[config.mk]
export PLATFORM = sky130hd
export DESIGN_NAME = rr_grant_dispatch_flat
export DESIGN_NICKNAME = d
export VERILOG_FILES = /design/src/rtl/rr_grant_dispatch_pkg.sv /design/src/rtl/rr_grant_dispatch_if.sv /design/src/rtl/rr_grant_dispatch_onehot_sel.sv /design/src/rtl/rr_grant_dispatch.sv /design/src/flat_wrapper.sv
export SDC_FILE = /design/constraint.sdc
export NUM_CORES = 1
export LEC_CHECK = 0
export ABC_AREA = 1
export BUFFER_PORTS_ARGS = -buffer_cell sky130_fd_sc_hd__buf_2
export CAP_MARGIN = 20
export CORE_AREA = 2 2 48 50
export DETAILED_ROUTE_END_ITERATION = 8
export DIE_AREA = 0 0 50 52
export HOLD_SLACK_MARGIN = 0.06
export PLACE_DENSITY = 0.85
export SYNTH_ARGS = -nofsm -noshare
export SYNTH_HDL_FRONTEND = slang
export SYNTH_SLANG_ARGS = --single-unit
[constraint.sdc]
create_clock -name clk -period 1.5 [get_ports clk]
set_clock_uncertainty 0.05 [all_clocks]
set_input_delay 0.225 -clock clk [delete_from_list [all_inputs] [get_ports clk]]
set_output_delay 0.225 -clock clk [all_outputs]
set_load 0.05 [all_outputs]
[src/rtl/rr_grant_dispatch_pkg.sv]
// Shared definitions for the round-robin arbiter and its grant dispatcher:
// lane count, grant vector type, dispatcher state encoding and one-hot helpers.
package rr_pkg;

  localparam int RR_N   = 4;
  localparam int RR_IDW = $clog2(RR_N);

  typedef logic [RR_N-1:0]   rr_vec_t;
  typedef logic [RR_IDW-1:0] rr_idx_t;

  typedef enum logic {
    ST_EMPTY = 1'b0,
    ST_FULL  = 1'b1
  } disp_state_e;

  // Two's-complement trick isolates the lowest set bit.
  function automatic rr_vec_t lowest_set(input rr_vec_t v);
    return v & (~v + rr_vec_t'(1));
  endfunction

  function automatic rr_idx_t onehot2idx(input rr_vec_t v);
    rr_idx_t idx;
    idx = '0;
    for (int k = 0; k < RR_N; k++) begin
      if (v[k]) idx = idx | rr_idx_t'(k);
    end
    return idx;
  endfunction

endpackage

[src/rtl/rr_grant_dispatch_if.sv]
// Grant/payload/stream bundle between arbiter, dispatcher and downstream sink.
// stat_cnt_o exists only when DISPATCH_STATS_EN is defined.
interface rr_grant_dispatch_if #(
  parameter int N  = 4,
  parameter int DW = 8,
  parameter int CW = 16
);
  localparam int IDW = $clog2(N);

  logic [N-1:0]    gnt_i;
  logic [N*DW-1:0] req_data_i;
  logic [N-1:0]    ack_o;
  logic            out_valid_o;
  logic            out_ready_i;
  logic [DW-1:0]   out_data_o;
  logic [IDW-1:0]  out_src_o;
  logic            err_o;
`ifdef DISPATCH_STATS_EN
  logic [N*CW-1:0] stat_cnt_o;

  modport slave (
    input  gnt_i, req_data_i, out_ready_i,
    output ack_o, out_valid_o, out_data_o, out_src_o, err_o, stat_cnt_o
  );
  modport master (
    output gnt_i, req_data_i, out_ready_i,
    input  ack_o, out_valid_o, out_data_o, out_src_o, err_o, stat_cnt_o
  );
`else
  modport slave (
    input  gnt_i, req_data_i, out_ready_i,
    output ack_o, out_valid_o, out_data_o, out_src_o, err_o
  );
  modport master (
    output gnt_i, req_data_i, out_ready_i,
    input  ack_o, out_valid_o, out_data_o, out_src_o, err_o
  );
`endif
endinterface

[src/rtl/rr_grant_dispatch_onehot_sel.sv]
// Combinational grant decode: picks the lowest granted lane, its index and
// payload, and flags grant vectors with more than one bit set.
module rr_onehot_sel
  import rr_pkg::*;
#(
  parameter int DW = 8
) (
  input  rr_vec_t            gnt_i,
  input  logic [RR_N*DW-1:0] data_i,
  output rr_vec_t            sel_o,
  output rr_idx_t            idx_o,
  output logic               multi_o,
  output logic [DW-1:0]      data_o
);

  assign sel_o   = lowest_set(gnt_i);
  assign idx_o   = onehot2idx(sel_o);
  assign multi_o = (gnt_i & (gnt_i - rr_vec_t'(1))) != '0;

  always_comb begin
    data_o = '0;
    for (int k = 0; k < RR_N; k++) begin
      if (sel_o[k]) data_o = data_i[k*DW +: DW];
    end
  end

endmodule

[src/rtl/rr_grant_dispatch.sv]
// Single-slot grant dispatcher: captures the granted lane's payload, acks the
// winner and streams it out. Optional per-lane counters: DISPATCH_STATS_EN.
//
// state    | meaning
// ---------+------------------------------------------------
// ST_EMPTY | output register free, out_valid_o=0
// ST_FULL  | output register holds a payload, out_valid_o=1
module rr_grant_dispatch
  import rr_pkg::*;
#(
  parameter int N  = RR_N,
  parameter int DW = 8,
  parameter int CW = 16
) (
  input  logic               clk,
  input  logic               reset,
  rr_grant_dispatch_if.slave bus
);

  localparam int IDW = $clog2(N);

  disp_state_e    state_q, state_d;
  logic [DW-1:0]  data_q, data_d;
  logic [IDW-1:0] src_q, src_d;
  logic           err_q;

  rr_vec_t        gnt_sel;
  rr_idx_t        gnt_idx;
  logic           multi_hot;
  logic [DW-1:0]  gnt_data;
  logic           can_load;
  logic           load;
  logic [N-1:0]   ack;

  rr_onehot_sel #(.DW(DW)) u_sel (
    .gnt_i   (bus.gnt_i),
    .data_i  (bus.req_data_i),
    .sel_o   (gnt_sel),
    .idx_o   (gnt_idx),
    .multi_o (multi_hot),
    .data_o  (gnt_data)
  );

  // A reset cycle never loads, so the winner is not acked and keeps requesting.
  assign can_load = ~reset & ((state_q == ST_EMPTY) | bus.out_ready_i);
  assign load     = can_load & (bus.gnt_i != '0);

  always_ff @(posedge clk) begin
    if (reset) begin
      state_q <= ST_EMPTY;
      data_q  <= '0;
      src_q   <= '0;
      err_q   <= 1'b0;
    end else begin
      state_q <= state_d;
      data_q  <= data_d;
      src_q   <= src_d;
      err_q   <= multi_hot;
    end
  end

  always_comb begin
    state_d = state_q;
    data_d  = data_q;
    src_d   = src_q;
    if (load) begin
      state_d = ST_FULL;
      data_d  = gnt_data;
      src_d   = gnt_idx;
    end else if ((state_q == ST_FULL) && bus.out_ready_i) begin
      state_d = ST_EMPTY;
    end
  end

  always_comb begin
    ack             = gnt_sel & {N{can_load}};
    bus.ack_o       = ack;
    bus.out_valid_o = (state_q == ST_FULL);
    bus.out_data_o  = data_q;
    bus.out_src_o   = src_q;
    bus.err_o       = err_q;
  end

`ifdef DISPATCH_STATS_EN
  logic [N-1:0][CW-1:0] stat_q, stat_d;

  // Saturating per-lane accept counters.
  always_comb begin
    stat_d = stat_q;
    for (int k = 0; k < N; k++) begin
      if (ack[k] && (stat_q[k] != {CW{1'b1}})) stat_d[k] = stat_q[k] + CW'(1);
    end
  end

  always_ff @(posedge clk) begin
    if (reset) stat_q <= '0;
    else       stat_q <= stat_d;
  end

  assign bus.stat_cnt_o = stat_q;
`endif

endmodule

[src/flat_wrapper.sv]
// flat-port wrapper written by rule: the top's interface ports become plain ports
module rr_grant_dispatch_flat import rr_pkg::*;
#(
  parameter int N  = RR_N,
  parameter int DW = 8,
  parameter int CW = 16
)
  (clk, reset, bus_gnt_i, bus_req_data_i, bus_out_ready_i, bus_ack_o, bus_out_valid_o, bus_out_data_o, bus_out_src_o, bus_err_o);
  rr_grant_dispatch_if #(.N(N), .DW(DW), .CW(CW)) bus_i ();
  input  logic clk;
  input  logic reset;
  input wire logic [$bits(bus_i.gnt_i)-1:0] bus_gnt_i;
  input wire logic [$bits(bus_i.req_data_i)-1:0] bus_req_data_i;
  input wire logic [$bits(bus_i.out_ready_i)-1:0] bus_out_ready_i;
  output wire logic [$bits(bus_i.ack_o)-1:0] bus_ack_o;
  output wire logic [$bits(bus_i.out_valid_o)-1:0] bus_out_valid_o;
  output wire logic [$bits(bus_i.out_data_o)-1:0] bus_out_data_o;
  output wire logic [$bits(bus_i.out_src_o)-1:0] bus_out_src_o;
  output wire logic [$bits(bus_i.err_o)-1:0] bus_err_o;
  assign bus_i.gnt_i = bus_gnt_i;
  assign bus_i.req_data_i = bus_req_data_i;
  assign bus_i.out_ready_i = bus_out_ready_i;
  assign bus_ack_o = bus_i.ack_o;
  assign bus_out_valid_o = bus_i.out_valid_o;
  assign bus_out_data_o = bus_i.out_data_o;
  assign bus_out_src_o = bus_i.out_src_o;
  assign bus_err_o = bus_i.err_o;
  rr_grant_dispatch #(.N(N), .DW(DW), .CW(CW)) u_core (.clk(clk), .reset(reset), .bus(bus_i));
endmodule
* Word-level counts from Yosys, hierarchy flattened *
Index checks and enable logic that the tools add are counted.

word-level totals
  bits of input ports = 39
  output and inout port bits = 16
  word-level logic and storage cells = 28
  bits in registers = 12

cells by class
  mux-type cells = 9
  bitwise operators = 9
  reductions and logical operators = 4
  add/subtract/negate cells = 2

operators with widths
  kind                 number
  $mux 8               4
  $and 4x4->4          3
  $reduce_bool 4->1    2
  $add 4x1->4 const B  1
  $mux 2               2
  $not 4->4            1
  $sub 4x1->4 const B  1
  $mux 1               3
  $and 1x1->1          2
  $not 1->1            2
  $reduce_bool 2->1    1
  $logic_and 1x1->1    1
  $or 1x1->1           1

* Depth between registers and ports, before layout *
  depth in word-level cells = 7
  depth in mapped cells = 8
  gate-level depth less buffers = 8

* By module *
A second synthesis with hierarchy kept.

second synthesis, totals
  cell total of the unflattened synthesis = 164
  area total of the unflattened synthesis = 1001.0 um^2

modules (own cells, without submodules)
  module             area an instance (um^2)  times used  sequential area each (um^2)  cells an instance
  rr_grant_dispatch  575.6                    1           240.2                        86
  rr_onehot_sel      425.4                    1           0.0                          78

* Worst setup path before layout *
No wires, ideal clock.

  path type = reg-to-output
  from = reg u_core.state_q (netlist: u_core.bus.out_valid_o)
  to = out bus_ack_o[2]
  path buffers = 0
  data arrival time = 1.791 ns
  slack = -0.566 ns
  data required time = 1.225 ns
  stages on the path, launching flop included = 4
  cells stage by stage = dfxtp_1 inv_1 o21ai_0 nor3_1

on the way
  cells in the longest elaborated chain, start to end = 4

ends and longest elaborated chain
  element                 line                     RTL
  from (decl)             rr_grant_dispatch.sv:22  disp_state_e state_q, state_d;
  from (signal assigned)  rr_grant_dispatch.sv:55  state_q <= state_d;
  $not 1->1               rr_grant_dispatch.sv:45  assign can_load = ~reset & ((state_q == ST_EMPTY) | bus.out_ready_i);
  $or 1x1->1              rr_grant_dispatch.sv:45
  $and 1x1->1             rr_grant_dispatch.sv:45
  $and 4x4->4             rr_grant_dispatch.sv:76  ack = gnt_sel & {N{can_load}};
  to (decl)               flat_wrapper.sv:15       output wire logic [$bits(bus_i.ack_o)-1:0] bus_ack_o;

Every way passes these cells.

* Final worst setup path *
  from = reg u_core.state_q (netlist: u_core.bus.out_valid_o)
  to = out bus_ack_o[3]

Same word-level chain as after synthesis.

==> impl_metrics.py <==
metrics = {
    "grt": {
        "track_usage": 0.1771,
        "grt.overflow.total": 0,
        "grt_pass1_vias": 913,
        "grt_max_degree": 12,
        "grt_pass1_wl_mm": 3.546,
        "antenna_found_initial": 0,
    },
    "clock_network": {
        "clk_pin_slew_ns": 0.08,
        "cts_resized": 4,
        "clock_latency_ns": 0.28,
        "clock-sinks": 12,
        "cts_tree": "built",
        "cts_buffers": 3,
        "post-cts-setup-buffers": 0,
        "cts_max_path_buffers": 2,
        "htreeDepth": 1,
        "ctsHoldBuffers": 0,
        "cts-root-buf": "clkbuf_4",
    },
    "floorplanning": {
        "start_util": 0.3898,
        "die_area_sq_um": 2600,
        "dieWidth_microns": 50,
        "core-area_sq_um": 2106,
        "die_h_microns": 52,
        "io_pins": 55,
        "rows": 17,
    },
    "synth": {
        "synth-async-reset-ratio": 0,
        "yosysSeqAreaShare": 0.2927,
        "avgSynthCellArea_sq_um": 6.266,
        "yosys_warnings": 0,
        "ys_seq_elements": 12,
        "synth.top_cell.area_share": 0.2927,
        "postSynthCellCount": 131,
        "synth_area_leaders": "dfxtp_1, nand2_1, nor2_1, nand3_1, nand3_2",
        "synth_commonest_cells": "nand2_1, nor2_1, nand3_1",
        "synth_area_sq_um": 820.8,
        "synth_top_cell_by_area": "dfxtp_1",
        "synth_edf_count": 0,
        "synth_nets": 170,
        "ys.flop_type": "dfxtp_1",
        "synth_most_common_cell": "nand2_1",
        "synth_cell_types": 22,
    },
    "drt": {
        "vias": 994,
        "drc_errors": 0,
        "wirelength_mm": 2.168,
        "wl_per_cell_microns": 9.945,
        "viasPerCell": 4.560,
        "drt_pass1_iterations": 3,
        "drt_iter0_drc": 11,
        "ant_nets": 0,
    },
    "placement": {
        "dp_hpwl_mm": 1.725,
        "gp_congestion": 0.8123,
        "dp_slack_ns": 0.1260,
        "dpl_cell_area_sq_um": 1155,
        "portBuffers": 54,
    },
    "cells_and_area": {
        "finalCoreUtilization": 0.5781,
        "stdcell_area_sq_um": 1217,
        "antenna_cells": 0,
        "syn2layout_area_growth_pct": 48.32,
        "nFillCells": 208,
        "drive_above_1_share": 0.4579,
        "nets": 230,
    },
    "setup_path": {
        "critical_path_peak_fanout": 4,
        "worstSetupPathType": "reg2out",
        "start_kind": "flop",
        "critical_path_buf_inv_count": 3,
        "arrival_ns": 1.18,
        "crit_required_ns": 1.22,
        "crit_slowest_cell": "dfxtp_2",
        "max_stage_delay_ns": 0.32,
        "critPathTopFamily": "buffers and inverters",
        "crit_chain": "inv_1, o21ai_1, buf_4, nor2_2, buf_6",
        "critPathCaptureType": "output port",
    },
    "timing": {
        "maxSlewHeadroom": 0.8395,
        "fin_crit_sh": 0.9684,
        "layout_setup_ws_ns": 0.04746,
        "whs_ns": 0.1993,
        "hold_violations": 0,
        "drv_slew": 0,
        "tns_ns": 0,
        "rsz0062_at_grt": "yes",
        "fin_crit_ns": 1.453,
        "setup_violations": 0,
        "worst_pin_slew_ns": 0.2408,
        "clock.fmax_mhz": 688.5,
    },
    "pwr": {
        "pwr_density_cell_nw_per_um2": 794.1,
        "irDropWorstVdd_mv": 0.4504,
        "p_leak_nw": 0.6537,
    },
    "min_path": {
        "hold_path_class": "in2reg",
    },
    "outcome": {
        "status": "complete, no violations",
    },
    "job": {
        "maxCapViolations": 0,
    },
}
-- path summary, 6_finish.rpt --
kind	from	end	slack, ns	cells after the start
min reg2reg	u_core.bus.out_src_o[0]$_SDFFE_PP0P_	u_core.bus.out_src_o[0]$_SDFFE_PP0P_	0.42	2
max	u_core.bus.out_valid_o$_SDFFE_PP0P_	bus_ack_o[3]	0.05	5
min	bus_req_data_i[28]	u_core.bus.out_data_o[4]$_SDFFE_PP0P_	0.20	5
max reg2reg	u_core.bus.out_valid_o$_SDFFE_PP0P_	u_core.bus.out_data_o[6]$_SDFFE_PP0P_	0.33	7
-- state kept, by name, summed over array words and instances (netlist names) --
register	cells
u_core.bus.err_o	1
u_core.bus.out_src_o	2
u_core.bus.out_valid_o	1
u_core.bus.out_data_o	8
-- report_power, final --
group          total, W  internal [W]  switching [W]  leakage [nW]
combinational  0.000350      0.000118       0.000233         0.533
clock          0.000258      0.000148       0.000111        0.0210
sequential     0.000358      0.000346      0.0000123        0.0996
total          0.000967      0.000611       0.000356         0.654
-- cells by family (layout without fill, tap and decap cells) --
logic type      count (synthesis)  count (layout)  synth area share
compound gates                 14              14            0.1052
buf+inv                        17              76            0.1082
flops                          12              12            0.2927
simple gates                   88              88            0.4939
-- metrics by stage --
stage	power, W	std cells
6_report	0.0009667	218
4_1_cts	0.0009673	218
3_5_place_dp	0.0007097	214
5_1_grt	0.001027	218
2_1_floorplan	0.0006033	131
3_3_place_gp	0.0007083	214
-- placed cells by master (no fill, tap or decap) --
master	count
a21oi_2	4
a21oi_1	5
buf_2	50
nand2_2	1
o21ai_1	1
clkbuf_4	3
inv_4	1
nand2_4	1
buf_6	3
dfxtp_1	11
inv_6	1
nor2_2	4
o21ai_0	3
clkbuf_8	1
nand3_2	5
buf_4	7
nor3_4	1
inv_1	6
clkinv_1	2
dfxtp_2	1
nor2_4	2
nor2_1	20
nand2_1	38
a31oi_1	1
inv_2	2
nand3_1	16
-- worst min-delay path, delay by kind of cell --
kind                   cells  cell delay [ns]
and+or+nand+nor            4             0.20
buffers and inverters      1             0.07
-- routing by layer --
metal,vias to the layer above,global-route usage,share of wire
li1,532,-,-
met1,421,0.1965,0.42
met2,37,0.3180,0.49
met3,4,0.04885,0.074
met4,0,0.06944,0.015
met5,-,0,0
-- cell type report --
| cell class | count | area [sq um] | share of cell area |
|---|---|---|---|
| clock buffer | 4 | 36.28 | 0.02980 |
| inverter | 12 | 52.55 | 0.04317 |
| multi-input combinational | 102 | 515.5 | 0.4234 |
| sequential | 12 | 241.5 | 0.1984 |
| tap | 28 | 35.03 | 0.02878 |
| timing repair buffer | 60 | 336.6 | 0.2765 |
(Power assumes the default switching activity.)
